--- src/rtl/add_seq_ctrl.sv ---
// add_seq_ctrl: serial nibble adder controller.
// Adds two W-bit operands plus a carry-in, W = 4*N_NIBBLES, using a single
// 4-bit adder. The adder takes one nibble per cycle, least-significant nibble
// first. A ready/valid handshake is used on both the input and output sides.
//
// Ports
//   clk        rising-edge clock
//   reset      asynchronous, active-high reset
//   in_valid   operand set presented on a/b/cin
//   in_ready   block can accept operands (high only in IDLE)
//   a, b       W-bit operands
//   cin        carry into the least-significant nibble
//   abort      synchronous cancel of an operation in RUN or DONE
//   out_valid  result available on sum/cout
//   out_ready  consumer accepts the result
//   sum        (a + b + cin) mod 2^W
//   cout       carry out of the most-significant nibble
//   busy       high while nibbles are being added
module add_seq_ctrl #(
    parameter int unsigned N_NIBBLES = 4
) (
    input  logic                   clk,
    input  logic                   reset,
    input  logic                   in_valid,
    output logic                   in_ready,
    input  logic [4*N_NIBBLES-1:0] a,
    input  logic [4*N_NIBBLES-1:0] b,
    input  logic                   cin,
    input  logic                   abort,
    output logic                   out_valid,
    input  logic                   out_ready,
    output logic [4*N_NIBBLES-1:0] sum,
    output logic                   cout,
    output logic                   busy
);

    localparam int unsigned W     = 4 * N_NIBBLES;
    localparam int unsigned IDX_W = (N_NIBBLES > 1) ? $clog2(N_NIBBLES) : 1;

    typedef enum logic [1:0] {
        IDLE = 2'd0,
        RUN  = 2'd1,
        DONE = 2'd2
    } state_t;

    state_t             state;
    state_t             state_nx;
    logic               accept;
    logic               step;
    logic               last_nib;

    logic [W-1:0]       a_q;
    logic [W-1:0]       b_q;
    logic               carry_q;
    logic [IDX_W-1:0]   nib_idx;

    logic [3:0]         a_nib;
    logic [3:0]         b_nib;
    logic [3:0]         nib_sum;
    logic               nib_cout;

    // Nibble select of the latched operands
    always_comb begin
        a_nib = '0;
        b_nib = '0;
        for (int unsigned k = 0; k < N_NIBBLES; k++) begin
            if (nib_idx == IDX_W'(k)) begin
                a_nib = a_q[4*k +: 4];
                b_nib = b_q[4*k +: 4];
            end
        end
    end

    // The only adder in the block; every result bit passes through it
    add4 u_add4 (
        .a    (a_nib),
        .b    (b_nib),
        .cin  (carry_q),
        .sum  (nib_sum),
        .cout (nib_cout)
    );

    assign last_nib = (nib_idx == IDX_W'(N_NIBBLES - 1));

    // State register
    always_ff @(posedge clk or posedge reset) begin
        if (reset) begin
            state <= IDLE;
        end else begin
            state <= state_nx;
        end
    end

    // Next-state and datapath strobes; abort in IDLE falls through to acceptance
    always_comb begin
        state_nx = state;
        accept   = 1'b0;
        step     = 1'b0;
        case (state)
            IDLE: begin
                if (in_valid) begin
                    accept   = 1'b1;
                    state_nx = RUN;
                end
            end
            RUN: begin
                if (abort) begin
                    state_nx = IDLE;
                end else begin
                    step = 1'b1;
                    if (last_nib) begin
                        state_nx = DONE;
                    end
                end
            end
            DONE: begin
                if (abort || out_ready) begin
                    state_nx = IDLE;
                end
            end
            default: begin
                state_nx = IDLE;
            end
        endcase
    end

    // Handshake/status flags follow the next state so they align with it
    always_ff @(posedge clk or posedge reset) begin
        if (reset) begin
            in_ready  <= 1'b1;
            out_valid <= 1'b0;
            busy      <= 1'b0;
        end else begin
            in_ready  <= (state_nx == IDLE);
            out_valid <= (state_nx == DONE);
            busy      <= (state_nx == RUN);
        end
    end

    // Operand latch, carry chain and nibble-wise result write
    always_ff @(posedge clk or posedge reset) begin
        if (reset) begin
            a_q     <= '0;
            b_q     <= '0;
            carry_q <= 1'b0;
            nib_idx <= '0;
            sum     <= '0;
        end else if (accept) begin
            a_q     <= a;
            b_q     <= b;
            carry_q <= cin;
            nib_idx <= '0;
        end else if (step) begin
            carry_q <= nib_cout;
            nib_idx <= nib_idx + IDX_W'(1);
            for (int unsigned k = 0; k < N_NIBBLES; k++) begin
                if (nib_idx == IDX_W'(k)) begin
                    sum[4*k +: 4] <= nib_sum;
                end
            end
        end
    end

    // After the last nibble the carry register holds the final carry
    assign cout = carry_q;

endmodule

// add4: 4-bit ripple adder cell used by add_seq_ctrl.
// Ports: a, b 4-bit addends; cin carry in; sum 4-bit result; cout carry out.
module add4 (
    input  logic [3:0] a,
    input  logic [3:0] b,
    input  logic       cin,
    output logic [3:0] sum,
    output logic       cout
);

    assign {cout, sum} = 5'(a) + 5'(b) + 5'(cin);

endmodule

--- config.mk ---
export PLATFORM = sky130hd
export DESIGN_NAME = add_seq_ctrl
export DESIGN_NICKNAME = d
export VERILOG_FILES = /design/src/rtl/add_seq_ctrl.sv
export SDC_FILE = /design/constraint.sdc
export NUM_CORES = 1
export LEC_CHECK = 0
export ABC_AREA = 1
export CAP_MARGIN = 0
export CELL_PAD_IN_SITES_DETAIL_PLACEMENT = 0
export CELL_PAD_IN_SITES_GLOBAL_PLACEMENT = 1
export CORE_ASPECT_RATIO = 1.1
export CORE_UTILIZATION = 40
export CTS_CLUSTER_SIZE = 30
export DETAILED_ROUTE_END_ITERATION = 10
export GPL_ROUTABILITY_DRIVEN = 0
export GPL_TIMING_DRIVEN = 0
export PLACE_DENSITY = 0.94
export SLEW_MARGIN = 20
export SYNTH_ARGS = -nofsm -noshare
export SYNTH_HDL_FRONTEND = slang
export SYNTH_SLANG_ARGS = --single-unit
--- constraint.sdc ---
create_clock -name clk -period 4.1 [get_ports clk]
set_clock_uncertainty 0.15 [all_clocks]
set_input_delay 0.41 -clock clk [delete_from_list [all_inputs] [get_ports clk]]
set_output_delay 0.41 -clock clk [all_outputs]
set_load 0.02 [all_outputs]
# Word level (Yosys, flattened, before mapping)
# Cells that the tools add are included.
# Widths: inputs -> output; s select.
# totals
register_bits,56
# op_classes
add_sub_neg,3
n_eq_ne,7
n_mux,21
bitwise_logic,1
reduce_logical,9
# op_table
op,count
$mux 4,8
$mux 2,6
$reduce_and 3->1,4
$eq 2x2->1 const B,4
$eq 2x1->1 const B,3
$logic_not 2->1,3
$mux 1,6
$pmux 2 s3,1
$add 4x4->5,1
$add 5x1->5,1
$add 2x1->2 const B,1
$reduce_bool 2->1,1
$logic_or 1x1->1,1
$not 1->1,1

# Depth between registers and ports, before layout
# Gate-level depths: netlist (run 1).
# logic_depth
depth_word,9
mapped_depth,14
ltp_nobuf,14

# Hierarchy
# A second synthesis (run 1) with hierarchy kept.
# unflattened
hier_cells,345
area_unflattened_um2,2698.8
# by_module_without_submodules
module,n_inst,cells_per_inst,area_per_inst_um2
add_seq_ctrl,1,320,2533.7
add4,1,25,165.2

# Worst setup path before layout (run 1)
# No wires, ideal clock.
# synth_timing
path_type,register -> register
from,register nib_idx[1]
to,register sum[10]
setup_ns,0.065
arrival_time_ns,2.409
required_ns,3.885
slack_ns,1.476
path_stages_with_launch,13
path_cell_list,dfrtp_1 -> inv_1 -> ha_1 -> inv_2 -> nand2_1 -> o211ai_1 -> nand2_1 -> o21ai_0 -> fa_1 -> fa_1 -> xnor2_1 -> nand2_1 -> nand2_1
# synth_between
elab_chain_cells,7
elab_cells_between_ends,15
# synth_rtl
element,line,source
"start, declared",55,logic [IDX_W-1:0] nib_idx;
"start signal, assigned",155,nib_idx <= nib_idx + IDX_W'(1);
$logic_not 2->1,67,if (nib_idx == IDX_W'(k)) begin
$mux 4 (4 in a row),67,
$add 4x4->5,179,"assign {cout, sum} = 5'(a) + 5'(b) + 5'(cin);"
$add 5x1->5,179,
"end signal, assigned by index",158,sum[4*k +: 4] <= nib_sum;
"end, declared",32,"output logic [4*N_NIBBLES-1:0] sum,"
# Parallel ways exist; a longest one is shown, timed or not.
# A chain may end at the register's enable or synchronous reset.

# Worst setup path in the final report (run 1)
# Ends and elaborated chain as after synthesis.

==> reports/qor.csv, run 1 <==
stage;metric;value;unit
floorplan;dieArea;0.00697;sq mm
power;total_power;2420;uW
detailed_routing;drc;0;
placed_design;dp_slack;1.01;ns
floorplan;core;0.00631;sq mm
detailed_routing;wl;5530;um
cells_and_area;nNetsFinal;425;
floorplan;die_x;79.7;um
global_routing;grtUsageTotal;0.181;
global_routing;antenna_found_initial;0;
detailed_routing;vias;2157;
worst_setup_path;cp_slowest_stage_delay;0.45;ns
power;p_leak;0.00173;uW
worst_setup_path;path_buf_inv;2;
sta;relSlewSlack;0.606;
cells_and_area;finalInstanceArea;0.00344;sq mm
global_routing;grt_pass1_vias;2137;
global_routing;grt_pass1_wl;9680;um
clock_network;clkSinkCount;56;
global_routing;grt_max_degree;30;
detailed_routing;avgViaCountPerCell;4.70;
sta;max_slew.worst_pin.slew;0.589;ns
placed_design;hpwl;4280;um
power;ir_worst_vdd;370;uV
worst_setup_path;cp_top_family;adder cells;
placed_design;numPortBuffers;57;
clock_network;clock_latency;0.30;ns
clock_network;clock-root-buffer;clkbuf_8;
clock_network;hold_buffers;0;
power;power.density;705;mW/mm^2
floorplan;io_pins;58;
worst_setup_path;critPathLaunchType;flip-flop;
cells_and_area;area_delta_synth_final;29.4;%
detailed_routing;postRouteAntennaNets;0;
worst_setup_path;worstPathRequired;4.20;ns
worst_setup_path;critPathCaptureType;flip-flop;
synthesis;syn_area;0.00266;sq mm
floorplan;start_util;0.421;
worst_setup_path;cp_max_fo;7;
synthesis;syn_inst;313;
cells_and_area;antenna_cells;0;
synthesis;avgSynthCellArea;8.49;sq um
synthesis;ys.warnings.count;0;
synthesis;synth-seq-area-share;0.528;
cells_and_area;fillCellCount;627;
status;status;complete, no violations;
sta;tns;0;ns
placed_design;post_dp_cell_area;0.00335;sq mm
clock_network;cts_buffers;5;
floorplan;row_count;30;
clock_network;cts_buffer_depth;2;
sta;fin_crit;3.11;ns
global_routing;grt-ovfl-total;0;
worst_setup_path;path_common_cell;nand2_1;
worst_setup_path;r2r-end;sum[10]$_DFFE_PP0P_;
worst_setup_path;reg2reg_from;nib_idx[1]$_DFFE_PP0P_;
worst_hold_path;hold_class;in2async;
sta;worst_slack;0.992;ns
synthesis;synthesis.nets;360;
run;max-cap-violations;0;
floorplan;die_y;87.5;um
sta;setup_violations;0;
clock_network;post_cts_resized;0;
worst_setup_path;reg2reg_slack;0.99;ns
worst_setup_path;arrival;3.21;ns
worst_setup_path;crit_type;reg2reg;
sta;fmaxAchievable;322;MHz
detailed_routing;first_pass_iters;5;
detailed_routing;routedWlPerCell;12.0;um
clock_network;cts.htree.levels;2;
sta;slew_violations;0;
sta;rsz0062_at_grt;false;
sta;hold_ws;0.337;ns
clock_network;tritoncts;done;
worst_setup_path;reg2reg_depth;12;
synthesis;synth_seq_cells;56;
sta;hold_viol_final;0;
clock_network;clk_pin_slew;0.09;ns
worst_setup_path;crit_chain;inv_1 -> ha_1 -> inv_2 -> nand2_1 -> o211ai_1 -> nand2_1 -> o21ai_0 -> fa_1 -> fa_1 -> xnor2_1 -> nand2_1 -> nand2_1;
synthesis;synthDistinctLibCells;28;
detailed_routing;drt-initial-drc-count;142;
clock_network;post_cts_buffers;0;
worst_setup_path;cp_slowest_cell;fa_1;
cells_and_area;drive_gt1_frac;0.0950;
sta;finalCritPeriodShare;0.758;
-- worst max path at each step --
stage	start	to	slack (ns)	cells past startpoint
6_report	nib_idx[1]$_DFFE_PP0P_	sum[10]$_DFFE_PP0P_	0.99	12
4_1_cts	nib_idx[1]$_DFFE_PP0P_	sum[2]$_DFFE_PP0P_	0.99	12
2_1_floorplan	nib_idx[1]$_DFFE_PP0P_	sum[10]$_DFFE_PP0P_	1.48	12
5_1_grt	nib_idx[0]$_DFFE_PP0P_	sum[2]$_DFFE_PP0P_	0.77	11
3_5_place_dp	nib_idx[0]$_DFFE_PP0P_	sum[2]$_DFFE_PP0P_	1.01	11
3_3_place_gp	nib_idx[0]$_DFFE_PP0P_	sum[10]$_DFFE_PP0P_	1.07	11
-- per-layer routing --
layer,vias up,share of wire,global-route usage
li1,1105,-,-
met1,991,0.47,0.239
met2,57,0.48,0.301
met3,4,0.043,0.0325
met4,0,0.0072,0.0529
met5,-,0,0
-- sequential cells by signal, summed over array words and instances, names as in the netlist, 2 cells and up --
register / flops
b_q: 16
state: 2
a_q: 16
sum: 16
nib_idx: 2
-- power breakdown --
part | switching (uW) | internal [uW]
clock network | 167 | 138
registers | 115 | 753
logic | 744 | 507
-- cells in the mapped netlist (all sizes together) --
library cell | number | area, sq um
dfstp | 1 | 26.3
a21o | 1 | 7.51
dfrtp | 55 | 1380
xnor2 | 1 | 8.76
o211ai | 3 | 27.5
nand3b | 1 | 20.0
a21oi | 15 | 78.8
inv | 22 | 85.1
nand3 | 8 | 45.0
buf | 7 | 55.1
ha | 7 | 87.6
nand2 | 154 | 586
a22oi | 1 | 7.51
clkbuf | 1 | 3.75
o21ai | 20 | 119
fa | 2 | 40.0
nor2 | 14 | 82.6
-- placed cells by master, fill, tap and decap left out --
cell | netlist | final
nand3b_4 | 1 | 1
clkdlybuf4s50_1 | 0 | 57
o21ai_2 | 5 | 5
a22oi_1 | 1 | 1
o21ai_1 | 4 | 4
buf_4 | 3 | 3
nand2_4 | 1 | 1
nor2_1 | 10 | 10
buf_12 | 0 | 1
dfrtp_1 | 55 | 55
buf_2 | 2 | 2
ha_1 | 7 | 7
dfstp_2 | 1 | 1
o21ai_0 | 11 | 11
a21oi_1 | 14 | 14
buf_6 | 2 | 2
xnor2_1 | 1 | 1
nor2_4 | 4 | 4
clkbuf_1 | 1 | 3
a21oi_2 | 1 | 1
clkbuf_8 | 0 | 6
inv_1 | 16 | 15
o211ai_2 | 1 | 1
nand3_2 | 1 | 1
inv_2 | 5 | 6
fa_1 | 2 | 2
nand2_1 | 153 | 153
nand3_1 | 7 | 7
inv_4 | 1 | 1
o211ai_1 | 2 | 2
a21o_1 | 1 | 1
-- stage by stage --
stage	cells	utilization
after detailed placement	451	0.531
after CTS	459	0.545
after floorplan	313	-
after global routing	459	0.545
final	459	0.545
after global placement	450	0.528
-- final cells by class --
cell class	instances	area, sq um	share of cell area
buffer	8	58.8	0.0171
clock buffer	8	90.1	0.0262
inverter	22	85.1	0.0248
multi-input combinational	227	1110	0.323
sequential	56	1400	0.408
tap	80	100	0.0291
timing repair buffer	58	591	0.172
-- logic make-up (layout without fill, tap and decap cells) --
kind of cell	count (synthesis)	in the layout	synth area share
AND/OR/NAND/NOR	177	177	0.276
flip-flops	56	56	0.528
adder cells (fa/ha/maj)	9	9	0.0480
XOR/XNOR	1	1	0.00330
buffers and inverters	30	96	0.0542
AO/OA/AOI/OAI	40	40	0.0904
(Power assumes the default switching activity.)
==> inputs of run 2 (changes only) <==
CORE_UTILIZATION = 34   (was 40)
PLACE_DENSITY = 0.86   (was 0.94)
clock period = 2.8 ns   (was 4.1 ns; I/O delays follow)
==> reports/qor.csv, run 2 (synthesized netlist as in run 1, its figures left out) <==
stage;metric;value;unit;change
status;status;complete, no violations;;
worst_setup_path;worstPathRequired;2.84;ns;-1.36 ns
floorplan;io_pins;58;;unchanged
detailed_routing;postRouteAntennaNets;0;;unchanged
clock_network;cts_buffer_depth;2;;unchanged
power;p_sw;1580;uW;+54%
cells_and_area;antenna_cells;0;;unchanged
run;max-cap-violations;0;;unchanged
global_routing;antenna_found_initial;0;;unchanged
sta;max_slew.worst_pin.slew;0.668;ns;+0.0789 ns
clock_network;clock-root-buffer;clkbuf_8;;
power;switching_share;0.415;;-0.00829
detailed_routing;wl;5650;um;+2.2%
sta;finalCritPeriodShare;0.956;;+0.198
detailed_routing;vias;2166;;+0.42%
detailed_routing;routedWlPerCell;11.7;um;-2.8%
worst_setup_path;arrival;2.72;ns;-0.49 ns
floorplan;core;0.00751;sq mm;+19%
floorplan;die_y;94.7;um;+8.3%
detailed_routing;drt-initial-drc-count;133;;-6.3%
sta;rsz0062_at_grt;false;;
sta;fin_crit;2.68;ns;-0.431 ns
worst_hold_path;hold_class;in2async;;
sta;setup_violations;0;;unchanged
clock_network;tritoncts;done;;
floorplan;row_count;33;;+10%
worst_setup_path;critPathCaptureType;flip-flop;;
cells_and_area;reg_top3;a_q: 16 flops, b_q: 16 flops, sum: 16 flops;;
cells_and_area;nNetsFinal;424;;-0.24%
power;intPower;2230;uW;+59%
sta;fmaxAchievable;374;MHz;+16%
clock_network;clkSinkCount;56;;unchanged
detailed_routing;drc;0;;unchanged
cells_and_area;drive_gt1_frac;0.119;;+0.0241
sta;hold_viol_final;0;;unchanged
power;clockPowerShare;0.138;;+0.012
placed_design;numPortBuffers;57;;unchanged
worst_setup_path;cp_max_fo;5;;-2
power;pwr-share-seq;0.335;;-0.023
clock_network;cts_buffers;5;;unchanged
floorplan;dieArea;0.00817;sq mm;+17%
cells_and_area;layout_commonest_cell;nand2_1;;
cells_and_area;final_cell_mix;nand2_1, clkdlybuf4s50_1, dfrtp_1;;
worst_setup_path;crit_chain;inv_1 -> ha_2 -> inv_1 -> nor2_4 -> nand2_1 -> nand2_1 -> a22oi_1 -> fa_2 -> fa_2 -> o21ai_0;;
worst_setup_path;reg2reg_depth;10;;-2
cells_and_area;area_delta_synth_final;32.5;%;
placed_design;hpwl;4280;um;about the same
power;combinationalPowerShare;0.527;;+0.011
global_routing;grt_max_degree;57;;+90%
detailed_routing;first_pass_iters;4;;-1
sta;slew_violations;0;;unchanged
worst_setup_path;cp_slowest_stage_delay;0.60;ns;+0.15 ns
global_routing;grtUsageTotal;0.152;;-0.0288
power;p_leak;0.00174;uW;+0.54%
detailed_routing;avgViaCountPerCell;4.48;;-4.6%
global_routing;grt-ovfl-total;0;;unchanged
worst_setup_path;cp_slowest_cell;fa_2;;
worst_setup_path;crit_type;reg2reg;;
sta;relSlewSlack;0.554;;-0.0520
floorplan;start_util;0.353;;-0.0678
clock_network;clk_pin_slew;0.10;ns;about the same
global_routing;grt_pass1_vias;2190;;+2.5%
power;power.density;1080;mW/mm^2;+53%
global_routing;grt_pass1_wl;9690;um;about the same
sta;worst_slack;0.123;ns;-0.869 ns
floorplan;die_x;86.3;um;+8.2%
placed_design;dp_slack;-0.309;ns;-1.32 ns
worst_setup_path;critPathLaunchType;flip-flop;;
cells_and_area;final_core_util;0.468;;-0.0767
power;ir_worst_vdd;408;uV;+10%
clock_network;clock_latency;0.31;ns;about the same
clock_network;cts.htree.levels;2;;unchanged
-- run 2: repair_timing --
action | in CTS | in global routing
hold buffers | 0 | 0
cloned | 0 | 0
pin swaps | 1 | 0
endpoints found under the setup margin | 9 | 9
buffers inserted | 0 | 0
hold endpoints to repair | 0 | 0
gates resized for setup | 9 | 6
-- run 2: per-stage QoR --
step | hold WS [ns] | power (uW) | TNS, ns | cells | cell area [sq um]
floorplan | 0.238 | 2510 | 0 | 313 | 2660
global placement | 0.313 | 3100 | -1.33 | 475 | 3360
detailed placement | 0.312 | 3150 | -1.88 | 475 | 3360
CTS | 0.304 | 3750 | 0 | 483 | 3500
global route | 0.349 | 4130 | 0 | 483 | 3520
finish | 0.274 | 3810 | 0 | 483 | 3520
-- run 2: metal layers --
layer  part of all wire  wire length (um)  track usage
met1               0.47              2660        0.195
met2               0.48              2720        0.258
met5                  0                 0            0
met4              0.012                68       0.0417
met3              0.036               206       0.0332
-- run 2: area by class of cell --
cell class                 count  area, sq um
buffer                         8         62.6
clock buffer                   5         68.8
clock inverter                 3         42.5
fill                         771         4000
inverter                      22         90.1
multi-input combinational    227         1150
sequential                    56         1400
tap                          105          131
timing repair buffer          57          571
-- run 2: worst max-delay path: cells and delay by family, from the launching register on --
kind | cells | cell delay (ns)
buffers and inverters | 2 | 0.25
DFF | 1 | 0.44
AOI/OAI and AO/OA | 2 | 0.19
adders and majority gates | 3 | 1.23
and+or+nand+nor | 3 | 0.30
-- run 2: power by group through the flow --
stage	Combinational, uW	Sequential (uW)	Clock [uW]
global route	2250	1310	567
detailed placement	1860	1290	0
global placement	1810	1280	0
CTS	1940	1280	533
floorplan	1130	1390	0
finish	2010	1270	527
-- run 2: path summary, 6_finish.rpt --
check / startpoint / to / slack (ns)
worst max-delay path: nib_idx[0]$_DFFE_PP0P_ / sum[13]$_DFFE_PP0P_ / 0.12
worst min-delay path: reset / nib_idx[0]$_DFFE_PP0P_ / 0.27
worst max register to register: nib_idx[0]$_DFFE_PP0P_ / sum[13]$_DFFE_PP0P_ / 0.12
worst min register to register: sum[6]$_DFFE_PP0P_ / sum[6]$_DFFE_PP0P_ / 0.33
max in group asynchronous: reset / b_q[13]$_DFFE_PP0P_ / 1.78
min in group clk: sum[6]$_DFFE_PP0P_ / sum[6]$_DFFE_PP0P_ / 0.33
